--- config.mk ---
export PLATFORM = sky130hd
export DESIGN_NAME = ipv_serializer
export DESIGN_NICKNAME = d
export VERILOG_FILES = /design/src/rtl/ipv_serializer_pkg.sv /design/src/rtl/ipv_serializer_fifo.sv /design/src/rtl/ipv_serializer.sv
export SDC_FILE = /design/constraint.sdc
export NUM_CORES = 1
export LEC_CHECK = 0
export BUFFER_PORTS_ARGS = -buffer_cell sky130_fd_sc_hd__buf_2
export CELL_PAD_IN_SITES_DETAIL_PLACEMENT = 0
export CELL_PAD_IN_SITES_GLOBAL_PLACEMENT = 1
export CORE_UTILIZATION = 37
export DETAILED_ROUTE_END_ITERATION = 8
export PLACE_DENSITY_LB_ADDON = 0.08
export SLEW_MARGIN = 10
export SYNTH_ARGS = -nofsm -noshare
export SYNTH_HDL_FRONTEND = slang
export SYNTH_SLANG_ARGS = --single-unit
export TNS_END_PERCENT = 5
--- constraint.sdc ---
create_clock -name clk -period 1.6 [get_ports clk]
set_input_delay 0.32 -clock clk [delete_from_list [all_inputs] [get_ports clk]]
set_output_delay 0.32 -clock clk [all_outputs]
set_load 0.02 [all_outputs]
--- src/rtl/ipv_serializer_pkg.sv ---
// Shared IPV link definitions used by the serializer and the reducer.
// No logic: constants, the vote-vector type and width helpers only.
// Both link ends import this so the frame width always matches.
package ipv_pkg;

  localparam int IPV_K  = 4;
  localparam int VOTE_W = IPV_K;

  typedef logic [VOTE_W-1:0] vote_t;

  // Ceiling log2; clog2(1) = 0.
  function automatic int clog2(input int n);
    int r;
    r = 0;
    for (int v = n - 1; v > 0; v = v >> 1) begin
      r = r + 1;
    end
    return r;
  endfunction

  // Index width that never collapses to zero bits (DEPTH = 1 still needs a pointer).
  function automatic int idx_w(input int n);
    return (clog2(n) < 1) ? 1 : clog2(n);
  endfunction

endpackage

--- src/rtl/ipv_serializer_fifo.sv ---
// Synchronous FIFO, DEPTH x W, oldest entry presented on dout.
// Latency: a push is visible on dout the cycle after the push edge.
// Backpressure: push ignored when full, pop ignored when empty; full/empty are registered-state only.
module ipv_fifo
  import ipv_pkg::*;
#(
  parameter int W     = VOTE_W,
  parameter int DEPTH = 2,
  localparam int PW   = idx_w(DEPTH),
  localparam int LW   = clog2(DEPTH + 1)
) (
  input  logic          clk,
  input  logic          rst,
  input  logic          push,
  input  logic [W-1:0]  din,
  input  logic          pop,
  output logic [W-1:0]  dout,
  output logic [LW-1:0] level,
  output logic          full,
  output logic          empty
);

  logic [W-1:0]  mem [DEPTH];
  logic [PW-1:0] wr_ptr;
  logic [PW-1:0] rd_ptr;
  logic          push_ok;
  logic          pop_ok;

  // Pointers wrap explicitly at DEPTH-1 so non-power-of-2 depths work.
  function automatic logic [PW-1:0] next_ptr(input logic [PW-1:0] p);
    return (p == PW'(DEPTH - 1)) ? '0 : p + 1'b1;
  endfunction

  assign full    = (level == LW'(DEPTH));
  assign empty   = (level == '0);
  assign push_ok = push & ~full;
  assign pop_ok  = pop & ~empty;
  assign dout    = mem[rd_ptr];

  // Storage write; contents need no reset because level gates every read.
  always_ff @(posedge clk) begin
    if (push_ok) begin
      mem[wr_ptr] <= din;
    end
  end

  // Pointer and occupancy bookkeeping; simultaneous push/pop leaves level unchanged.
  always_ff @(posedge clk) begin
    if (rst) begin
      wr_ptr <= '0;
      rd_ptr <= '0;
      level  <= '0;
    end else begin
      if (push_ok) wr_ptr <= next_ptr(wr_ptr);
      if (pop_ok)  rd_ptr <= next_ptr(rd_ptr);
      case ({push_ok, pop_ok})
        2'b10:   level <= level + LW'(1);
        2'b01:   level <= level - LW'(1);
        default: level <= level;
      endcase
    end
  end

endmodule

--- src/rtl/ipv_serializer.sv ---
// Serial IPV transmitter: K-bit vectors shifted out LSB first in K-cycle frames tied to a free-running counter.
// Latency: 1..K cycles from push into an empty FIFO to bit 0 on the wire (next frame boundary, no bypass).
// Backpressure: vin_ready low while the FIFO holds DEPTH entries; idle frames send zeros with frame_valid low.
module ipv_serializer
  import ipv_pkg::*;
#(
  parameter int K     = VOTE_W,
  parameter int DEPTH = 2,
  localparam int CW   = clog2(K),
  localparam int LW   = clog2(DEPTH + 1)
) (
  input  logic          clk,
  input  logic          rst,
  input  logic [K-1:0]  vin,
  input  logic          vin_valid,
  output logic          vin_ready,
  output logic          ipv_out,
  output logic          ipv_sof,
  output logic          frame_valid,
  output logic [LW-1:0] fifo_level
);

  logic [CW-1:0] bit_cnt;
  logic [K-1:0]  shreg;
  logic [K-1:0]  head;
  logic          boundary;
  logic          fifo_full;
  logic          fifo_empty;
  logic          push;
  logic          pop;

  assign boundary  = (bit_cnt == CW'(K - 1));
  assign vin_ready = ~fifo_full;
  assign push      = vin_valid & vin_ready;
  assign pop       = boundary & ~fifo_empty;
  assign ipv_sof   = (bit_cnt == '0);
  assign ipv_out   = shreg[0];

  ipv_fifo #(
    .W     (K),
    .DEPTH (DEPTH)
  ) u_fifo (
    .clk   (clk),
    .rst   (rst),
    .push  (push),
    .din   (vin),
    .pop   (pop),
    .dout  (head),
    .level (fifo_level),
    .full  (fifo_full),
    .empty (fifo_empty)
  );

  // Frame timing and shifter: load the FIFO head (or zeros) at each boundary, shift otherwise.
  always_ff @(posedge clk) begin
    if (rst) begin
      bit_cnt     <= '0;
      shreg       <= '0;
      frame_valid <= 1'b0;
    end else begin
      bit_cnt <= boundary ? '0 : bit_cnt + 1'b1;
      if (boundary) begin
        if (!fifo_empty) begin
          shreg       <= head;
          frame_valid <= 1'b1;
        end else begin
          shreg       <= '0;
          frame_valid <= 1'b0;
        end
      end else begin
        shreg <= shreg >> 1;
      end
    end
  end

endmodule

==> impl.org <==
** Outcome
- Run status :: completed

** Critical path
- In this run the worst setup path begins at bit_cnt[0].
- Slack of the worst reg-to-reg path :: 90 ps
- Measured in cells, the most critical reg-to-reg path has a length of 6.
- The most critical setup path has its endpoint at u_fifo.level[1].
- Terminus of the critical flop-to-flop path :: u_fifo.level[1]
- STA classifies the critical path endpoint as a flip-flop.
- Path type of the worst setup path :: reg -> reg
- STA classifies the critical path startpoint as a flip-flop.
- Data on the critical path arrives at its endpoint at 1750 ps.
- In this run the critical register-to-register path is launched from bit_cnt[0].
- Critical path required time :: 1850 ps
- CP Max Fanout :: 3

** Global route
- Global routing used 11.8% of the available tracks.
- Vias in the first global route :: 382
- Pin count of the biggest net entering global routing :: 13
- The number of antenna violations at the first check in global routing is 0.
- The total overflow left after global routing is 0.
- The first global-routing pass estimated 1.66 mm of wire.

** Placement
- Post-place setup slack :: 21.0 ps
- The count of buffers added on input and output ports is 12.
- Placed cell count :: 99
- Routability congestion estimate from global placement :: 0.717
- The placed instances occupy a cell area of 840 um2.
- HPWL after detailed placement :: 720 um

** Synth
- Unique cell type count in the Yosys netlist :: 22
- Number of synthesized register bits :: 20
- Number of cells produced by synthesis :: 62
- In this run the mean area of a mapped cell was 11.9 um2.
- After synthesis, the cell types taking the most area are sky130_fd_sc_hd__dfxtp_1, sky130_fd_sc_hd__edfxtp_1, sky130_fd_sc_hd__mux2i_1.
- After synthesis the cells add up to 737 um2.
- The synthesized design spends more area on one cell type than any other, namely sky130_fd_sc_hd__dfxtp_1.
- Total of warnings raised by yosys :: 0
- Summed over its instances, the top area cell type makes up 32.6% of the synthesized netlist area.
- When the netlist entered floorplanning its net count stood at 72.
- Seq/Total Area, Yosys :: 65.2%

** Die
- Placeable core region :: 0.00180 mm2
- From bottom edge to top edge, the die measures 46.6 um.
- Die outline area :: 0.00217 mm2
- Once the floorplan was initialized, standard cells occupied 40.9% of the core.
- Row cnt :: 15
- Measured along the x axis, the die boundary spans 46.6 um.
- I/O pins :: 13

** STA
- Number of pins exceeding their max-slew limit in the final report :: 0
- Setup repair after global routing missed its margin :: no
- Hold is met by 195 ps.
- The final hold violation count came to 0.
- Post-Route Skew :: 3.56 ps
- Total Negative Setup Slacks :: 0 ps
- Transition time at the pin with the least slew margin :: 292 ps
- Setup violations remaining at the end of the flow were counted as 0.
- Post-route clock period utilization :: 94.1%
- Final min period :: 1510 ps
- The worst pin sits at a relative slew slack of 80.5%.
- Derived from the worst setup path, the maximum achievable clock frequency is 664 MHz.
- Minimum setup slack in the final design :: 94.8 ps

** Clock tree
- TritonCTS created 3 clock buffers.
- Root Driver :: sky130_fd_sc_hd__clkbuf_4
- After clock tree synthesis, the clock-pin slew on the worst setup and hold paths is 110 ps.
- CTS built an H-tree with a depth of 1.
- Buffer depth of the longest clock path :: 2
- Hold repair after CTS inserted 0 buffers.
- Counting every sink on the clock net gives 20.
- For the worst-skew pair, the clock arrives at the later sink with an insertion delay of 300 ps.
- TritonCTS built the clock tree.

** Layout
- Fillers :: 181
- After the last flow step, the layout net total stands at 89.
- Cell Count, Final, Fillers Out :: 103
- The post-route netlist has 33.3% of its cells at a drive strength greater than 1.
- Area overhead of the layout relative to synthesis :: 24.1%
- 0 antenna diodes ended up in the layout.
- With fillers left out, the area of the finished cells amounts to 915 um2.
- Cells fill 50.8% of the core in the end.

** Detailed routing
- In this run, the number of DRC markers left after iteration 0 of detailed routing was 4.
- Remaining number of nets flagged by the antenna check after routing :: 0
- DR vias :: 452
- First-pass DRT Iterations :: 3
- After detailed routing, the average wire length per cell comes to 10.0 um.
- Routed vias/inst :: 4.39
- After detailed routing, the number of remaining DRC violations is 0.
- Final routed wirelength across all metal layers :: 1.03 mm

** Power and ir drop
- Power density cells :: 1250 mW/mm2
- Largest voltage drop on the vdd net :: 0.692 mV
- Power, Total :: 1.14 mW
- In this run the static leakage power is 0.375 nW.

** Min path
- Min-Delay Path Class :: in -> reg
- Worst Hold Path Cells :: 1

** Flow run
- Max capacitance violation total :: 0
Yosys cell counts:
cell                        n
sky130_fd_sc_hd__clkbuf_1   1
sky130_fd_sc_hd__nand3b_1   1
sky130_fd_sc_hd__mux2i_1    4
sky130_fd_sc_hd__a21bo_2    1
sky130_fd_sc_hd__ha_1       3
sky130_fd_sc_hd__dfxtp_1   12
sky130_fd_sc_hd__nand2b_1   1
sky130_fd_sc_hd__nor2_1     5
sky130_fd_sc_hd__xor2_1     2
sky130_fd_sc_hd__and3_1     1
sky130_fd_sc_hd__inv_1      4
sky130_fd_sc_hd__and2_1     1
sky130_fd_sc_hd__o21ai_0    4
sky130_fd_sc_hd__nand2_1    6
sky130_fd_sc_hd__or3_1      1
sky130_fd_sc_hd__a21oi_1    2
sky130_fd_sc_hd__edfxtp_1   8
sky130_fd_sc_hd__buf_1      1
sky130_fd_sc_hd__nor3_1     1
sky130_fd_sc_hd__xnor2_1    1
sky130_fd_sc_hd__o21ai_1    1
sky130_fd_sc_hd__or2_2      1
layout by cell type (no fill, tap or decap), types with 2 or more instances in the layout:
cell type and instances:
sky130_fd_sc_hd__buf_2 12, sky130_fd_sc_hd__dfxtp_1 11, sky130_fd_sc_hd__edfxtp_1 8, sky130_fd_sc_hd__nand2_1 6
sky130_fd_sc_hd__nor2_1 5, sky130_fd_sc_hd__inv_1 4, sky130_fd_sc_hd__mux2i_1 4, sky130_fd_sc_hd__o21ai_0 4
sky130_fd_sc_hd__clkbuf_4 3, sky130_fd_sc_hd__xor2_1 2, sky130_fd_sc_hd__buf_4 2
state kept, by name, summed over array words and instances (netlist names), named ones only:
name and cells:
u_fifo.mem 8, u_fifo.level 2, frame_valid 1, u_fifo.wr_ptr 1
u_fifo.rd_ptr 1, bit_cnt 2, shreg 4
timing repair:
item / in CTS / in global routing
gates resized for setup: 1 / 3
setup buffers: 0 / 0
gates cloned: 0 / 0
endpoints found under the setup margin: 1 / 1
logic make-up (layout without fill, tap and decap cells):
group	Yosys count	after routing	synth area share, %
DFF	20	20	65.2
adders and majority gates	3	3	5.09
muxes	4	4	5.43
AOI/OAI and AO/OA	8	8	6.11
and+or+nand+nor	18	18	11.5
buffers and inverters	6	22	3.05
xor gates and xnor gates	3	3	3.57
power by group:
group | leakage, nW | internal (mW) | switching (mW) | total [mW]
logic | 0.174 | 0.0601 | 0.0771 | 0.137
clock network | 0.0279 | 0.253 | 0.157 | 0.410
registers | 0.173 | 0.569 | 0.0232 | 0.593
total | 0.375 | 0.883 | 0.257 | 1.14
critical path, cell delays in order, from the launching register on:
cell	delay, ps
sky130_fd_sc_hd__dfxtp_1	330
sky130_fd_sc_hd__ha_2	200
sky130_fd_sc_hd__o21ai_2	70
sky130_fd_sc_hd__inv_1	90
sky130_fd_sc_hd__ha_4	240
sky130_fd_sc_hd__or3_1	390
sky130_fd_sc_hd__a21oi_2	130
final cells by class:
type                    count  area, um2  area share, %
flip-flops and latches     20        482           52.7
multi-input cells          36        259           28.3
repair buffers             14       75.1           8.21
well taps                  25       31.3           3.42
clock inverters             1       30.0           3.28
clock buffers               3       22.5           2.46
inverters                   4       15.0           1.64
per-layer routing:
metal	part of all wire, %	routed length [um]	vias to the layer above	global-route usage [%]
li1	-	-	240	-
met1	51	524	199	14.7
met2	42	429	11	16.4
met3	4.8	50	2	4.31
met4	2.6	27	0	8.57
met5	0	0	-	0
how the worst min path moves through the flow:
stage	to	start
finish	u_fifo.mem[0][2]	vin[2]
global route	u_fifo.mem[0][1]	vin[1]
CTS	u_fifo.mem[0][2]	vin[2]
detailed placement	shreg[2]	shreg[3]
global placement	shreg[0]	shreg[1]
floorplan	shreg[0]	shreg[1]
Note: power is estimated with default switching activity, not from simulation.
